==> config.mk <==
export PLATFORM = sky130hd
export DESIGN_NAME = alu_share_arb
export DESIGN_NICKNAME = d
export VERILOG_FILES = /design/src/rtl/alu_share_arb.sv
export SDC_FILE = /design/constraint.sdc
export NUM_CORES = 1
export LEC_CHECK = 0
export ABC_CLOCK_PERIOD_IN_PS = 10370
export BUFFER_PORTS_ARGS = -buffer_cell sky130_fd_sc_hd__buf_2
export CAP_MARGIN = 20
export CELL_PAD_IN_SITES_DETAIL_PLACEMENT = 0
export CELL_PAD_IN_SITES_GLOBAL_PLACEMENT = 2
export CORE_MARGIN = 5
export CORE_UTILIZATION = 37
export DETAILED_ROUTE_END_ITERATION = 10
export PLACE_DENSITY = 0.95
export SETUP_SLACK_MARGIN = 0.4
export SLEW_MARGIN = 40
export SYNTH_ARGS = -nofsm -noshare
export SYNTH_HDL_FRONTEND = slang
export SYNTH_SLANG_ARGS = --single-unit
==> constraint.sdc <==
create_clock -name clk -period 10.37 [get_ports clk]
set_clock_uncertainty 0.1 [all_clocks]
set_input_delay 2.074 -clock clk [delete_from_list [all_inputs] [get_ports clk]]
set_output_delay 2.074 -clock clk [all_outputs]
set_load 0.01 [all_outputs]
==> src/rtl/alu_share_arb.sv <==
// Two requesters share one ALU: round-robin grant in IDLE, operand capture,
// a LATENCY-cycle wait, then a held result tagged with its source port.
module alu_share_arb #(
   parameter int LATENCY = 1
) (
   input  logic        clk,
   input  logic        reset,
   input  logic        r0_valid,
   output logic        r0_ready,
   input  logic [31:0] r0_a,
   input  logic [31:0] r0_b,
   input  logic [3:0]  r0_op,
   input  logic        r1_valid,
   output logic        r1_ready,
   input  logic [31:0] r1_a,
   input  logic [31:0] r1_b,
   input  logic [3:0]  r1_op,
   output logic        res_valid,
   input  logic        res_ready,
   output logic [31:0] res_data,
   output logic        res_src,
   output logic        busy
);

   typedef enum logic [1:0] {
      IDLE = 2'd0,
      BUSY = 2'd1,
      DONE = 2'd2
   } state_t;

   state_t      state;
   logic        prio;
   logic [3:0]  count;
   logic [31:0] cap_a;
   logic [31:0] cap_b;
   logic [3:0]  cap_op;
   logic        cap_src;
   logic        grant;
   logic        accept;

   function automatic logic [31:0] alu(input logic [3:0] op, input logic [31:0] a, input logic [31:0] b);
      logic [31:0] y;
      y = 32'h0;
      case (op)
         4'b0000: y = a + b;
         4'b0001: y = a - b;
         4'b0010: y = a & b;
         4'b0011: y = a | b;
         4'b0100: y = {b[15:0], 16'h0};
         4'b0101: y = ~(a | b);
         4'b0110: y = a ^ b;
         4'b0111: y = b << a[4:0];
         4'b1000: y = b >> a[4:0];
         4'b1001: y = $signed(b) >>> a[4:0];
         4'b1010: y = {31'h0, $signed(a) < $signed(b)};
         4'b1011: y = {31'h0, a < b};
         4'b1100: y = a + b;
         4'b1111: y = a;
         default: y = 32'h0;
      endcase
      return y;
   endfunction

   // Grant and same-cycle ready; only the granted port sees ready, only in IDLE.
   always_comb begin
      grant    = (r0_valid & r1_valid) ? prio : r1_valid;
      r0_ready = 1'b0;
      r1_ready = 1'b0;
      if (!reset && state == IDLE) begin
         r0_ready = r0_valid & ~grant;
         r1_ready = r1_valid & grant;
      end else begin
         r0_ready = 1'b0;
         r1_ready = 1'b0;
      end
      accept = r0_ready | r1_ready;
   end

   // Control FSM, operand capture and the registered result.
   always_ff @(posedge clk or posedge reset) begin
      if (reset) begin
         state     <= IDLE;
         prio      <= 1'b0;
         count     <= 4'd0;
         cap_a     <= 32'h0;
         cap_b     <= 32'h0;
         cap_op    <= 4'd0;
         cap_src   <= 1'b0;
         res_valid <= 1'b0;
         res_data  <= 32'h0;
         res_src   <= 1'b0;
         busy      <= 1'b0;
      end else begin
         case (state)
            IDLE: begin
               if (accept) begin
                  cap_a   <= grant ? r1_a  : r0_a;
                  cap_b   <= grant ? r1_b  : r0_b;
                  cap_op  <= grant ? r1_op : r0_op;
                  cap_src <= grant;
                  prio    <= ~grant;
                  count   <= 4'(LATENCY - 1);
                  busy    <= 1'b1;
                  state   <= (LATENCY == 1) ? DONE : BUSY;
               end
            end
            BUSY: begin
               count <= count - 4'd1;
               if (count == 4'd1) begin
                  state <= DONE;
               end
            end
            DONE: begin
               // First DONE cycle computes the result; afterwards it is held until taken.
               if (!res_valid) begin
                  res_data  <= alu(cap_op, cap_a, cap_b);
                  res_src   <= cap_src;
                  res_valid <= 1'b1;
               end else if (res_ready) begin
                  res_valid <= 1'b0;
                  busy      <= 1'b0;
                  state     <= IDLE;
               end
            end
            default: begin
               state <= IDLE;
            end
         endcase
      end
   end

endmodule

==> flow_summary.json <==
{
  "max_stage_delay_ns": 0.54,
  "synthArstFlopShare_pct": 100,
  "drive_gt1_share_pct": 16.8,
  "row_count": 68,
  "wire_per_inst_um": 26.1,
  "yosysTopAreaCell": "dfrtp_1",
  "synth_area_sq_mm": 0.0131,
  "cts-root-buf": "clkbuf_16",
  "hold_viol_final": 0,
  "slowest_stage": "buf_4",
  "gp_congestion": 1.04,
  "cp_top_family": "buffers and inverters",
  "core_region_area_sq_mm": 0.0347,
  "cts_tree": "done",
  "ys_ff_latch": 105,
  "ios": 178,
  "ys.flop_type": "dfrtp_1",
  "cp.buffers_inverters": 4,
  "avgSynthCellArea_sq_um": 7.59,
  "met1_usage_pct": 42.3,
  "syn_inst": 1721,
  "maxSlewViolCount": 0,
  "cp.depth": 6,
  "required_ns": 8.20,
  "syn-num-nets": 1960,
  "nNetsFinal": 2034,
  "cts.path.max_buffers": 2,
  "grt_max_degree": 71,
  "ys_seq_area_share_pct": 20.1,
  "worstPathMaxFanout": 67,
  "die_w_um": 198,
  "met3_usage_pct": 8.20,
  "synthTopCellsByArea": "dfrtp_1 20%, ha_1 9.2%, a21oi_1 5.9%",
  "setup.worst_path.start": "r0_valid",
  "r2r_cells": 14,
  "cts_resized": 0,
  "drtIter0Drc": 2322,
  "antenna_left": 0,
  "cp_cell_sequence": "buf_2 > inv_1 > o21ai_1 > nor2b_4 > buf_4 > buf_2",
  "hp-class": "flip-flop to flip-flop",
  "drv_cap": 0,
  "outcome": "finished clean",
  "fmax_ghz": 0.166,
  "setup_violations": 0,
  "synth_cell_types": 90,
  "antenna_found_initial": 3,
  "busiest_layer": "met1",
  "crit_type": "input pin to primary output",
  "period_needed_ns": 6.01,
  "period_share_pct": 58.0,
  "hold_slack_ns": 0.378,
  "die_area_sq_mm": 0.0392,
  "hold_start": "res_data[16]$_DFFE_PP0P_",
  "hold-path-cell-count": 2,
  "pre_cts_slack_ns": 4.37,
  "drc": 0,
  "final_cells": 2255,
  "cp.arrival_ns": 3.84,
  "synth_edf_count": 0,
  "end_kind": "primary output",
  "wl_um": 58800,
  "syn2layout_area_growth_pct": 10.9,
  "r2r_start": "cap_a[2]$_DFFE_PP0P_",
  "initial_utilization_pct": 37.6,
  "clk_pin_slew_ns": 0.07,
  "die_height_um": 198,
  "clock_latency_ns": 0.39,
  "grt_usage_pct": 29.1,
  "tightest_slew_ns": 0.900,
  "grt_pass1_vias": 13643,
  "placedCellCount": 2239,
  "numCtsBuffers": 9,
  "crit_path_frequent_cell": "buf_2",
  "portBuffers": 177,
  "routed_via_density": 6.46,
  "antenna_cells": 0,
  "max_slew_margin_pct": 39.4,
  "grt_setup_unrepaired": "no",
  "synth_top_area_share_pct": 20.1,
  "setup_tns_ns": 0,
  "clock-sinks": 105,
  "vias": 14561,
  "grt_first_pass_wirelength_um": 87600,
  "dp_hpwl_um": 44600,
  "critPathLaunchType": "input pin",
  "drt_pre_antenna_iters": 6,
  "overflow": 0,
  "postCtsHoldBufs": 0,
  "ys_warn_count": 0,
  "post_cts_buffers": 0,
  "cts.htree.levels": 3,
  "worst_slack_ns": 4.36,
  "grt.met2_usage_pct": 41.6,
  "fill_cells": 3683
}
stage by stage:
step / instance area [sq um] / util, %
2_1_floorplan: 13100 / -
3_3_place_gp: 14100 / 40.7
3_5_place_dp: 14200 / 40.8
4_1_cts: 14500 / 41.7
5_1_grt: 14500 / 41.7
6_report: 14500 / 41.7
layer usage:
metal	up-vias	wire length, um
met2	973	24100
met5	-	58
met1	6904	25300
met4	6	2040
li1	6538	-
met3	140	7360
placed cells by master, fill, tap and decap left out, drive strengths merged, types with 5 or more instances in the layout:
master | Yosys | routed
a2111oi | 6 | 6
a211o | 5 | 5
a211oi | 28 | 28
a21o | 13 | 13
a21oi | 155 | 155
a221o | 14 | 14
a221oi | 29 | 29
a222oi | 68 | 68
a22o | 9 | 9
a22oi | 31 | 31
a31oi | 16 | 16
buf | 54 | 210
clkbuf | 93 | 10
dfrtp | 105 | 105
ha | 96 | 96
inv | 164 | 167
mux2 | 12 | 12
mux2i | 65 | 65
mux4 | 26 | 26
nand2 | 150 | 150
nand2b | 18 | 18
nand3 | 34 | 34
nand4 | 18 | 18
nor2 | 189 | 189
nor2b | 8 | 8
nor3 | 30 | 30
nor4 | 15 | 15
o211a | 5 | 5
o211ai | 13 | 13
o21ai | 122 | 122
o21bai | 11 | 11
o221ai | 11 | 11
o22ai | 13 | 13
o31ai | 14 | 14
o41ai | 5 | 5
xnor2 | 11 | 11
Yosys cell counts, drive strengths merged, types with 4 or more instances:
master and n:
nand2b 18, o22ai 13, dfrtp 105, a222oi 68
mux2 12, xnor2 11, a221oi 29, mux2i 65
inv 164, ha 96, nand2 150, o221ai 11
o41ai 5, clkbuf 93, o2111ai 4, a22o 9
a22oi 31, a211o 5, o31ai 14, buf 54
a2111oi 6, nor4 15, o211ai 13, mux4 26
a21oi 155, o21ai 122, nand4 18, or3 4
a31oi 16, o21bai 11, nor3 30, and3 4
o311ai 4, nor2b 8, a21o 13, o211a 5
nand3 34, a211oi 28, nor2 189, a221o 14
final timing paths:
check / endpoint / slack, ns
setup / recovery: r0_ready / 4.36
hold / removal: res_data[16]$_DFFE_PP0P_ / 0.38
setup reg to reg: res_data[22]$_DFFE_PP0P_ / 5.81
hold reg to reg: res_data[16]$_DFFE_PP0P_ / 0.38
max in group asynchronous: cap_a[0]$_DFFE_PP0P_ / 7.29
min in group asynchronous: cap_a[5]$_DFFE_PP0P_ / 1.70
registers in the layout, summed over array words and instances (netlist names):
signal,count
busy,1
res_src,1
prio,1
res_valid,1
cap_a,32
cap_op,4
res_data,32
cap_b,32
cap_src,1
logic make-up after synthesis:
group | Yosys count | synth area share, %
AOI/OAI and AO/OA | 603 | 32.5
DFF | 105 | 20.1
muxes | 103 | 10.5
xor gates and xnor gates | 14 | 0.939
buffers and inverters | 312 | 9.94
and+or+nand+nor | 486 | 16.5
adders and majority gates | 98 | 9.50
worst register-to-register path: stages, from the launching register on:
cell,delay [ns]
dfrtp_2,0.34
buf_4,0.55
inv_1,0.09
buf_4,0.34
ha_1,0.55
nor2b_1,0.21
o21ai_0,0.15
nand3_1,0.13
nand3_1,0.16
and2_1,0.21
o31ai_1,0.53
o22ai_1,0.16
o21ai_0,0.34
o2111ai_1,0.29
a22o_1,0.27
cell type report:
type	count	area (sq um)	share of cell area, %
clock buffer	10	239	1.65
multi-input combinational	1304	9220	63.6
clock inverter	6	67.6	0.466
sequential	105	2640	18.2
timing repair buffer	210	1130	7.83
inverter	165	622	4.29
tap	455	569	3.93
Power is not shown: default switching activity piles up to over one toggle a cycle in this logic, so the estimate is an artifact.
